$ cat config.mk
export PLATFORM = sky130hd
export DESIGN_NAME = writeback_stage_flat
export DESIGN_NICKNAME = d
export VERILOG_FILES = /design/src/rtl/pipeline_pkg.sv /design/src/rtl/writeback_stage_if.sv /design/src/rtl/writeback_stage_retire_counter.sv /design/src/rtl/writeback_stage.sv /design/src/flat_wrapper.sv
export SDC_FILE = /design/constraint.sdc
export NUM_CORES = 1
export LEC_CHECK = 0
export ABC_AREA = 0
export BUFFER_PORTS_ARGS = -buffer_cell sky130_fd_sc_hd__buf_2
export CAP_MARGIN = 10
export CORE_ASPECT_RATIO = 2
export CORE_MARGIN = 2
export CORE_UTILIZATION = 25
export CTS_CLUSTER_DIAMETER = 80
export DETAILED_ROUTE_END_ITERATION = 12
export PLACE_DENSITY = 0.5
export SYNTH_ARGS = -nofsm -noshare
export SYNTH_HDL_FRONTEND = slang
export SYNTH_HIERARCHICAL = 1
export SYNTH_SLANG_ARGS = --single-unit
$ cat constraint.sdc
create_clock -name clock -period 1.7 [get_ports clock]
set_input_delay 0.17 -clock clock [delete_from_list [all_inputs] [get_ports clock]]
set_output_delay 0.17 -clock clock [all_outputs]
set_load 0.02 [all_outputs]
$ cat src/rtl/pipeline_pkg.sv
// pipeline_pkg: opcodes, instruction field positions and writeback state shared across the pipeline
package pipeline_pkg;
  localparam logic [3:0] OP_NOP    = 4'h0;
  localparam logic [3:0] OP_ALU_LO = 4'h1;
  localparam logic [3:0] OP_ALU_HI = 4'h7;
  localparam logic [3:0] OP_LD     = 4'h8;
  localparam logic [3:0] OP_ST     = 4'h9;
  localparam logic [3:0] OP_BEQ    = 4'hA;
  localparam logic [3:0] OP_HALT   = 4'hF;
  localparam int OPC_MSB = 19;
  localparam int OPC_LSB = 16;
  localparam int RD_MSB  = 15;
  localparam int RD_LSB  = 12;
  typedef enum logic {WB_RUN, WB_HALTED} wb_state_t;
  function automatic logic writes_rd(input logic [3:0] op);
    return (op >= OP_ALU_LO && op <= OP_ALU_HI) || op == OP_LD;
  endfunction
endpackage

$ cat src/rtl/writeback_stage_if.sv
// writeback_stage_if: MEM-stage inputs and register-file write port of the writeback stage
interface writeback_stage_if #(parameter int DATA_W = 16, parameter int INSTR_W = 20);
  logic               valid_in;
  logic               stall;
  logic               flush;
  logic [INSTR_W-1:0] instruction_in;
  logic [3:0]         opcode_in;
  logic [DATA_W-1:0]  alu_result;
  logic [DATA_W-1:0]  mem_data;
  logic               rf_we;
  logic [3:0]         rf_waddr;
  logic [DATA_W-1:0]  rf_wdata;
  modport master (
    output valid_in, stall, flush, instruction_in, opcode_in, alu_result, mem_data,
    input  rf_we, rf_waddr, rf_wdata
  );
  modport slave (
    input  valid_in, stall, flush, instruction_in, opcode_in, alu_result, mem_data,
    output rf_we, rf_waddr, rf_wdata
  );
endinterface

$ cat src/rtl/writeback_stage_retire_counter.sv
// retire_counter: wrapping retired-instruction counter; freezing is done by holding en low
module retire_counter #(parameter int CNT_W = 16) (
  input  logic             clock,
  input  logic             reset,
  input  logic             en,
  output logic [CNT_W-1:0] count
);
  always_ff @(posedge clock or negedge reset)
    if (!reset) count <= '0;
    else if (en) count <= count + 1'b1;
endmodule

$ cat src/rtl/writeback_stage.sv
// writeback_stage: MEM/WB register, register-file write port, retire count and HALT tracking.
// Define WB_FORWARD_EN to add the fwd_valid/fwd_addr/fwd_data bypass outputs.
module writeback_stage
  import pipeline_pkg::*;
#(
  parameter int DATA_W  = 16,
  parameter int INSTR_W = 20,
  parameter int CNT_W   = 16
) (
  input  logic             clock,
  input  logic             reset,
  writeback_stage_if.slave wb,
  output logic             halted,
  output logic [CNT_W-1:0] retired_count
`ifdef WB_FORWARD_EN
  ,
  output logic              fwd_valid,
  output logic [3:0]        fwd_addr,
  output logic [DATA_W-1:0] fwd_data
`endif
);
  wb_state_t         state, state_nxt;
  logic              wb_valid;
  logic [3:0]        wb_op;
  logic [3:0]        wb_rd;
  logic [DATA_W-1:0] wb_data;
  logic              run;
  logic              take;
  logic              unused_bits;
  assign run  = state == WB_RUN;
  assign take = run & wb.valid_in & ~wb.flush & ~wb.stall;
  // opcode_in is authoritative, so the instruction's own opcode field is ignored
  assign unused_bits = ^{wb.instruction_in[OPC_MSB:OPC_LSB], wb.instruction_in[RD_LSB-1:0]};
  always_ff @(posedge clock or negedge reset)
    if (!reset) begin
      wb_valid <= 1'b0;
      wb_op    <= OP_NOP;
      wb_rd    <= '0;
      wb_data  <= '0;
    end else begin
      wb_valid <= take;
      if (take) begin
        wb_op   <= wb.opcode_in;
        wb_rd   <= wb.instruction_in[RD_MSB:RD_LSB];
        wb_data <= wb.opcode_in == OP_LD ? wb.mem_data : wb.alu_result;
      end
    end
  always_ff @(posedge clock or negedge reset)
    if (!reset) state <= WB_RUN;
    else state <= state_nxt;
  always_comb state_nxt = (run && wb_valid && wb_op == OP_HALT) ? WB_HALTED : state;
  assign halted      = ~run;
  assign wb.rf_we    = run & wb_valid & writes_rd(wb_op) & (wb_rd != '0);
  assign wb.rf_waddr = wb_rd;
  assign wb.rf_wdata = wb_data;
`ifdef WB_FORWARD_EN
  assign fwd_valid = wb.rf_we;
  assign fwd_addr  = wb_rd;
  assign fwd_data  = wb_data;
`endif
  retire_counter #(.CNT_W(CNT_W)) u_retire (
    .clock (clock),
    .reset (reset),
    .en    (run & wb_valid),
    .count (retired_count)
  );
endmodule

$ cat src/flat_wrapper.sv
// flat-port wrapper written by rule: the top's interface ports become plain ports
module writeback_stage_flat import pipeline_pkg::*;
#(
  parameter int DATA_W  = 16,
  parameter int INSTR_W = 20,
  parameter int CNT_W   = 16
)
  (clock, reset, halted, retired_count, wb_valid_in, wb_stall, wb_flush, wb_instruction_in, wb_opcode_in, wb_alu_result, wb_mem_data, wb_rf_we, wb_rf_waddr, wb_rf_wdata);
  writeback_stage_if #(.DATA_W(DATA_W), .INSTR_W(INSTR_W)) wb_i ();
  input  logic clock;
  input  logic reset;
  output logic halted;
  output logic [CNT_W-1:0] retired_count;
  input wire logic [$bits(wb_i.valid_in)-1:0] wb_valid_in;
  input wire logic [$bits(wb_i.stall)-1:0] wb_stall;
  input wire logic [$bits(wb_i.flush)-1:0] wb_flush;
  input wire logic [$bits(wb_i.instruction_in)-1:0] wb_instruction_in;
  input wire logic [$bits(wb_i.opcode_in)-1:0] wb_opcode_in;
  input wire logic [$bits(wb_i.alu_result)-1:0] wb_alu_result;
  input wire logic [$bits(wb_i.mem_data)-1:0] wb_mem_data;
  output wire logic [$bits(wb_i.rf_we)-1:0] wb_rf_we;
  output wire logic [$bits(wb_i.rf_waddr)-1:0] wb_rf_waddr;
  output wire logic [$bits(wb_i.rf_wdata)-1:0] wb_rf_wdata;
  assign wb_i.valid_in = wb_valid_in;
  assign wb_i.stall = wb_stall;
  assign wb_i.flush = wb_flush;
  assign wb_i.instruction_in = wb_instruction_in;
  assign wb_i.opcode_in = wb_opcode_in;
  assign wb_i.alu_result = wb_alu_result;
  assign wb_i.mem_data = wb_mem_data;
  assign wb_rf_we = wb_i.rf_we;
  assign wb_rf_waddr = wb_i.rf_waddr;
  assign wb_rf_wdata = wb_i.rf_wdata;
  writeback_stage #(.DATA_W(DATA_W), .INSTR_W(INSTR_W), .CNT_W(CNT_W)) u_core (.clock(clock), .reset(reset), .wb(wb_i), .halted(halted), .retired_count(retired_count));
endmodule
==> results of run 1 <==
final timing paths:
path | start | to | slack [ps] | cells past startpoint
worst max register to register | u_core/halted$_DFFE_PN0P_ | u_core/u_retire/count[15]$_DFFE_PN0P_ | 140 | 5
worst max-delay path | u_core/wb.rf_waddr[2]$_DFFE_PN0P_ | wb_rf_we | 30 | 3
max in group asynchronous | reset | u_core/wb.rf_wdata[4]$_DFFE_PN0P_ | 710 | 3
worst min-delay path | wb_instruction_in[12] | u_core/wb.rf_waddr[0]$_DFFE_PN0P_ | 100 | 2
worst min register to register | u_core/u_retire/count[15]$_DFFE_PN0P_ | u_core/u_retire/count[15]$_DFFE_PN0P_ | 490 | 1
min in group asynchronous | reset | u_core/u_retire/count[3]$_DFFE_PN0P_ | 420 | 2
routing by layer:
metal | up-vias | part of all wire (%)
met5 | - | 0
li1 | 721 | -
met1 | 694 | 35
met2 | 62 | 57
met3 | 6 | 5.5
met4 | 0 | 2.0
cells in the final DEF (no fill, tap or decap):
cell and count:
nand2_1 5, nor3_2 1, nor2b_2 1, clkbuf_16 5, or4_4 1, nand3_1 5
ha_1 1, and3_1 2, nor3_4 1, a21oi_2 10, mux2i_1 16, mux2_2 2
buf_6 1, nor4_1 1, xnor2_1 10, nor2_1 19, a31o_2 1, and4_1 1
and3_4 1, mux2_1 7, nor3_1 1, clkbuf_1 2, inv_1 1, dlygate4sd3_1 1
nand4_1 3, dfrtp_1 42, nor4b_4 2, buf_2 81, xor2_1 6, buf_4 8
buf_12 2, a21oi_1 6, bufinv_16 1, nand4_4 1
flip-flops by register name (all words and copies together), names as in the netlist:
register,flops
u_core/wb_valid,1
u_core/wb_op,4
u_core/wb.rf_wdata,16
u_core/halted,1
u_core/u_retire/count,16
u_core/wb.rf_waddr,4
metrics by stage:
step	area [um^2]	power, mW	util (%)
after floorplan	1930	2.23	-
after global placement	2490	2.71	33.0
after detailed placement	2490	2.74	33.0
after CTS	2690	3.88	35.6
after global routing	2700	4.05	35.7
final	2700	3.79	35.7
where the power goes:
part,switching (mW),internal (mW)
clock,0.360,0.694
sequential,0.217,1.30
combinational,0.702,0.519
total,1.28,2.51
cell type report:
type	count	share of cell area (%)
sequential	42	39.0
multi-input combinational	104	30.9
timing repair buffer	93	19.5
clock buffer	7	4.92
tap	94	4.36
clock inverter	1	1.11
inverter	1	0.139
worst reg2reg max path, stage by stage (launching register included):
cell,delay [ps]
dfrtp_1,450
nor2b_2,200
nand4_4,180
nor3_2,340
nand3_1,140
xnor2_1,140
logic make-up after synthesis:
| kind of cell | count (synthesis) |
|---|---|
| buf+inv | 7 |
| simple gates | 45 |
| flops | 42 |
| mux | 25 |
| fa+ha+maj | 1 |
| compound gates | 17 |
| xor+xnor | 16 |
what timing repair did:
action	in CTS	in global routing
endpoints found under the hold margin	23	0
gates cloned	0	0
setup buffers	2	0
setup endpoints to repair	1	2
pin swaps	2	1
hold buffers	1	0
resized for setup	4	1
==> results_dict.tcl, run 1 <==
set metrics [dict create \
    status "complete, no violations" \
    synth_flop_cell "dfrtp_1" \
    clk_latency_ps 280 \
    cp_max_fo 3 \
    tightestPinTransition_ps 571 \
    synthMuxAreaShare_pct 13.6 \
    max_freq_mhz 597 \
    fillers 808 \
    synthAdderAreaFrac_pct 0.650 \
    insertedDiodeCount 0 \
    post-place-ws_ps 119 \
    finalSetupViolations 0 \
    leakagePower_nw 1.27 \
    drt_iter0_markers 58 \
    min_period_over_period_pct 98.5 \
    crit_path_start_kind "flop" \
    synth_xor_area_share_pct 7.28 \
    gp_congestion 0.666 \
    max_stage_delay_ps 550 \
    cts_max_level 2 \
    synth_top_family_by_area "simple AND/OR/NAND/NOR gates" \
    period_minus_slack_ps 1670 \
    synth_top_area_cell "dfrtp_1" \
    hold_path.class "in -> reg" \
    nets 309 \
    cts_buffers 5 \
    antenna_found_initial 0 \
    grt_most_used_layer "met2" \
    yosysMostFrequentCell "dfrtp_1" \
    critPathBufInv 1 \
    grt_usage_pct 11.4 \
    worstPathCellList "or4_4 > and3_4 > buf_6" \
    multi_input_area_um2 833 \
    wl_per_cell_um 13.0 \
    relSlewSlack_pct 62.0 \
    yosysSeqAreaShare_pct 54.6 \
    powerDensity_nw_per_um2 1410 \
    clock_path_buffers 2 \
    area_delta_synth_final_pct 40.1 \
    stdcell_count 342 \
    vdd_ir_drop_max_uv 444 \
    die_h_um 128 \
    dp_cells 331 \
    dieArea_um2 8460 \
    async_flop_share_pct 100 \
    hpwl_um 3470 \
    drc_errors 0 \
    overflow 0 \
    cts.root.buffer_cell "clkbuf_16" \
    rsz0062_at_grt "yes" \
    synthTopCellsByCount "dfrtp_1, nor2_1, mux2i_1, a21oi_2, xnor2_1" \
    ant_nets 0 \
    totalWireLength_um 4440 \
    port_buffers 82 \
    hold_viol 0 \
    synth_area_um2 1920 \
    grt_pass1_vias 1470 \
    hold_ws_ps 104 \
    synth_top_area_share_pct 54.6 \
    synth_compound_area_share_pct 6.57 \
    synth_edf_count 0 \
    syn_nets 215 \
    crit_family "simple AND/OR/NAND/NOR gates" \
    path_class "reg -> out" \
    clk_pin_slew_worst_paths_ps 60 \
    slowest_stage "or4_4" \
    crit_required_ps 1530 \
    fin_setup_tns_ps 0 \
    skew_ps 2.28 \
    ff_latch_area_um2 1050 \
    ios 99 \
    vias_per_cell 4.34 \
    max_cap_viol_count 0 \
    drtPass1Iterations 4 \
    synth_seq_cells 42 \
    yosys_warnings 6 \
    grt_pass1_wl_um 7130 \
    grt_max_degree 31 \
    drive_gt1_share_pct 48.0 \
    worst_setup_path_end_kind "primary output" \
    core_region_area_um2 7540 \
    start_util_pct 25.5 \
    cts_tree "done" \
    met3_usage_pct 2.90 \
    critical_path_arrival_ps 1500 \
    slew_viol_final 0 \
    vias 1483 \
    die_w_um 66.0 \
    fin_ws_ps 25.8 \
    yosys.area_share.simple_pct 13.8 \
    numClockSinks 42 \
    grt_use_met1_pct 11.3 \
    synthTopCellsByArea "dfrtp_1, mux2i_1, a21oi_2" \
    syn_avg_cell_area_um2 12.6 \
    grt_util_met2_pct 21.2 \
    synth_cells 153 \
    ys_types 29 \
    rows 45 \
]
No activity file was read; power rests on OpenSTA's default activity.
==> inputs of run 2 (changes only) <==
--- a/config.mk
+++ b/config.mk
@@ -6,14 +6,16 @@
 export NUM_CORES = 1
 export LEC_CHECK = 0
 export ABC_AREA = 0
-export BUFFER_PORTS_ARGS = -buffer_cell sky130_fd_sc_hd__buf_2
+export BUFFER_PORTS_ARGS = -buffer_cell sky130_fd_sc_hd__buf_4
 export CAP_MARGIN = 10
+export CELL_PAD_IN_SITES_DETAIL_PLACEMENT = 2
+export CELL_PAD_IN_SITES_GLOBAL_PLACEMENT = 2
 export CORE_ASPECT_RATIO = 2
 export CORE_MARGIN = 2
-export CORE_UTILIZATION = 25
+export CORE_UTILIZATION = 24
 export CTS_CLUSTER_DIAMETER = 80
 export DETAILED_ROUTE_END_ITERATION = 12
-export PLACE_DENSITY = 0.5
+export PLACE_DENSITY = 0.72
 export SYNTH_ARGS = -nofsm -noshare
 export SYNTH_HDL_FRONTEND = slang
 export SYNTH_HIERARCHICAL = 1
==> results_dict.tcl, run 2 (synthesized netlist as in run 1, its figures left out) <==
set metrics [dict create \
    layout_common_cells "buf_4, dfrtp_1, nor2_1" \
    die_h_um 131 \
    clk_latency_ps 280 \
    hold_viol 0 \
    fin_setup_tns_ps 0 \
    insertedDiodeCount 0 \
    path_class "reg -> out" \
    numClockSinks 42 \
    fin_ws_ps 24.3 \
    finalSetupViolations 0 \
    placed_cell_area_um2 2660 \
    core_region_area_um2 7830 \
    area_delta_synth_final_pct 47.9 \
    hpwl_um 3770 \
    leakagePower_nw 1.30 \
    status "complete, no violations" \
    vias_per_cell 4.42 \
    start_util_pct 24.6 \
    cp_max_fo 2 \
    worst_setup_path_end_kind "primary output" \
    dieArea_um2 8790 \
    hp-start "wb_instruction_in[13]" \
    clock_path_buffers 2 \
    hold_path.class "in -> reg" \
    ios 99 \
    fin_util_pct 36.4 \
    final_common_cell "buf_4" \
    nets 308 \
    stdcell_count 342 \
    finalPower_mw 3.84 \
    max_cap_viol_count 0 \
    totalWireLength_um 5040 \
    grt_max_degree 43 \
    tightestPinTransition_ps 546 \
    critical_path_arrival_ps 1510 \
    antenna_found_initial 0 \
    cts_buffers 5 \
    crit_required_ps 1530 \
    period_minus_slack_ps 1680 \
    vdd_ir_drop_max_uv 669 \
    drc_errors 0 \
    slew_viol_final 0 \
    vias 1510 \
    rows 46 \
    crit_path_start "u_core/wb.rf_waddr[0]$_DFFE_PN0P_" \
    grt_usage_pct 12.1 \
    relSlewSlack_pct 63.6 \
    cts_max_level 2 \
    min_period_over_period_pct 98.6 \
    overflow 0 \
    port_buffers 82 \
    die_w_um 67.3 \
    ant_nets 0 \
    fillers 866 \
    drt_iter0_markers 15 \
    post-place-ws_ps 125 \
    wl_per_cell_um 14.7 \
    design_area_um2 2850 \
    crit_path_start_kind "flop" \
    grt_pass1_wl_um 7980 \
    drtPass1Iterations 2 \
    max_freq_mhz 597 \
    drive_gt1_share_pct 48.4 \
    skew_ps 3.29 \
    grt_pass1_vias 1541 \
    r2r-start "u_core/halted$_DFFE_PN0P_" \
    gp_congestion 0.701 \
    cts_tree "done" \
    powerDensity_nw_per_um2 1350 \
    hold_ws_ps 106 \
    cts.root.buffer_cell "clkbuf_16" \
    dp_cells 330 \
    clk_pin_slew_worst_paths_ps 60 \
]
[run 2: changes by cell type in the layout (fill, tap and decap cells not counted), sizes merged]
cell	before	now
clkbuf	7	5
clkinv	0	2
buf	92	91
bufinv	1	0
[run 2: path summary, 6_finish.rpt]
check / end / slack [ps] / cells past startpoint
min in group asynchronous: u_core/wb_op[3]$_DFFE_PN0P_ / 410 / 2
hold reg to reg: u_core/u_retire/count[15]$_DFFE_PN0P_ / 490 / 1
hold / removal: u_core/wb.rf_waddr[1]$_DFFE_PN0P_ / 110 / 2
setup / recovery: wb_rf_we / 20 / 3
max in group asynchronous: u_core/wb.rf_wdata[6]$_DFFE_PN0P_ / 910 / 2
setup reg to reg: u_core/u_retire/count[12]$_DFFE_PN0P_ / 140 / 5
[run 2: area by class of cell]
class	instances	area, um^2	area share, %
Inverter	1	3.75	0.132
Timing Repair Buffer	92	709	24.9
Clock inverter	2	10.0	0.352
Sequential cell	42	1050	36.9
Multi-Input combinational cell	104	827	29.1
Tap cell	96	120	4.22
Clock buffer	5	125	4.40
[run 2: worst max-delay path, stage by stage, from the launching register on]
cell and delay [ps]:
dfrtp_1 400, or4_4 540, and3_4 160, buf_6 120
[run 2: per-layer routing]
layer | track usage (%) | part of all wire [%]
met5 | 0 | 0
met4 | 3.60 | 1.2
met3 | 4.02 | 8.7
met2 | 19.3 | 48
met1 | 15.6 | 42
[run 2: power by group]
part	internal (mW)	leakage, nW	total [mW]	switching [mW]
Clock	0.530	0.0694	0.901	0.371
Combinational	0.675	0.722	1.37	0.693
Sequential	1.30	0.509	1.57	0.271
[run 2: repair_timing]
action / in CTS / in global routing
pin swaps: 1 / 1
buffers inserted: 2 / 2
resized for setup: 0 / 3
hold buffers: 1 / 0
hold endpoints to repair: 42 / 0
endpoints found under the setup margin: 1 / 1
==> inputs of run 3 (changes only) <==
--- a/config.mk
+++ b/config.mk
@@ -12,7 +12,7 @@
 export CELL_PAD_IN_SITES_GLOBAL_PLACEMENT = 2
 export CORE_ASPECT_RATIO = 2
 export CORE_MARGIN = 2
-export CORE_UTILIZATION = 24
+export CORE_UTILIZATION = 25
 export CTS_CLUSTER_DIAMETER = 80
 export DETAILED_ROUTE_END_ITERATION = 12
 export PLACE_DENSITY = 0.72
==> constraint.sdc (replaced) <==
create_clock -name clock -period 1.65 [get_ports clock]
set_input_delay 0.165 -clock clock [delete_from_list [all_inputs] [get_ports clock]]
set_output_delay 0.165 -clock clock [all_outputs]
set_load 0.02 [all_outputs]
==> results_dict.tcl, run 3 (synthesized netlist as in run 1, its figures left out) <==
set metrics [dict create \
    vdd_ir_drop_max_uv 471 \
    layout_common_cells "buf_4, dfrtp_1, nor2_1" \
    slowest_stage "or4_4" \
    vias 1554 \
    max_freq_mhz 603 \
    totalWireLength_um 5210 \
    crit_path_start_kind "flop" \
    vias_per_cell 4.54 \
    cts_buffers 5 \
    skew_ps 3.32 \
    grt_max_degree 43 \
    grt_pass1_wl_um 8180 \
    die_h_um 128 \
    path_class "reg -> out" \
    gp_congestion 0.610 \
    powerDensity_nw_per_um2 1400 \
    cts.root.buffer_cell "clkbuf_16" \
    numClockSinks 42 \
    clk_pin_slew_worst_paths_ps 60 \
    port_buffers 82 \
    drc_errors 0 \
    rsz0062_at_grt "yes" \
    grt_pass1_vias 1646 \
    hold_viol 0 \
    nets 309 \
    crit_family "simple AND/OR/NAND/NOR gates" \
    rows 45 \
    fin_util_pct 38.4 \
    max_cap_viol_count 0 \
    worstPathCellList "or4_4 > and3_4 > buf_6" \
    hold_path.class "in -> reg" \
    violations "setup timing" \
    hpwl_um 3960 \
    ant_nets 0 \
    crit_required_ps 1480 \
    slew_viol_final 0 \
    critPathBufInv 1 \
    drt_iter0_markers 53 \
    ios 99 \
    finalSetupViolations 1 \
    critical_path_arrival_ps 1490 \
    cts_tree "done" \
    area_delta_synth_final_pct 50.5 \
    period_minus_slack_ps 1660 \
    clk_latency_ps 280 \
    final_common_cell "buf_4" \
    core_region_area_um2 7540 \
    post-place-ws_ps 23.2 \
    dieArea_um2 8460 \
    clock_path_buffers 2 \
    overflow 0 \
    start_util_pct 25.5 \
    cp_max_fo 2 \
    cts_max_level 2 \
    antenna_found_initial 0 \
    r2r_slack_ps 110 \
    fin_ws_ps -9.69 \
    wl_per_cell_um 15.2 \
    min_period_over_period_pct 101 \
    grt_usage_pct 13.0 \
    drive_gt1_share_pct 48.8 \
    drtPass1Iterations 4 \
    status "finished with violations" \
    leakagePower_nw 1.35 \
    tightestPinTransition_ps 564 \
    max_stage_delay_ps 550 \
    insertedDiodeCount 0 \
    die_w_um 66.0 \
    worst_setup_path_end_kind "primary output" \
    relSlewSlack_pct 62.4 \
]
[run 3: worst paths after layout]
path | cells past startpoint | start | end
setup reg to reg | 5 | u_core/halted$_DFFE_PN0P_ | u_core/u_retire/count[12]$_DFFE_PN0P_
min in group asynchronous | 2 | reset | u_core/u_retire/count[3]$_DFFE_PN0P_
hold reg to reg | 1 | u_core/u_retire/count[15]$_DFFE_PN0P_ | u_core/u_retire/count[15]$_DFFE_PN0P_
setup / recovery | 3 | u_core/wb.rf_waddr[2]$_DFFE_PN0P_ | wb_rf_we
hold / removal | 2 | wb_instruction_in[14] | u_core/wb.rf_waddr[2]$_DFFE_PN0P_
max in group asynchronous | 2 | reset | u_core/halted$_DFFE_PN0P_
[run 3: worst reg2reg max path: stages (launching register included)]
cell and delay (ps):
dfrtp_2 460, nor2b_4 160, nand4_4 180, nor3_4 260
and4_1 230, xor2_1 160
[run 3: report_power, final]
part,total [mW],switching (mW),internal (mW)
Sequential,1.59,0.253,1.34
Clock,0.998,0.398,0.600
Combinational,1.48,0.756,0.722
Total,4.07,1.41,2.66
[run 3: layer usage]
| metal | part of all wire [%] | global-route usage [%] |
|---|---|---|
| met1 | 34 | 12.5 |
| met4 | 1.2 | 5.04 |
| met5 | 0 | 0 |
| met2 | 60 | 25.5 |
| met3 | 4.9 | 2.81 |
[run 3: timing repair]
item                                   CTS  global route
pin swaps                                2             1
setup buffers                            3             0
endpoints found under the hold margin   42             0
hold buffers                             1             0
resized for setup                        3             4
setup endpoints to repair                1             4
[run 3: metrics by stage]
step | TNS [ps] | hold slack [ps] | cells | power [mW] | cell area, um^2
2_1_floorplan | 0 | -131 | 153 | 2.30 | 1930
3_3_place_gp | 0 | 200 | 330 | 3.00 | 2680
3_5_place_dp | 0 | 201 | 330 | 3.06 | 2680
4_1_cts | -28.4 | 89.2 | 342 | 4.15 | 2880
5_1_grt | -48.7 | 90.3 | 342 | 4.31 | 2900
6_report | -9.69 | 95.4 | 342 | 4.07 | 2900
[run 3: final cells by class]
type	count	area, um^2
tap	94	118
clock buffer	7	143
multi-input combinational	104	845
sequential	42	1050
clock inverter	1	5.00
timing repair buffer	93	729
inverter	1	3.75
fill	825	4650
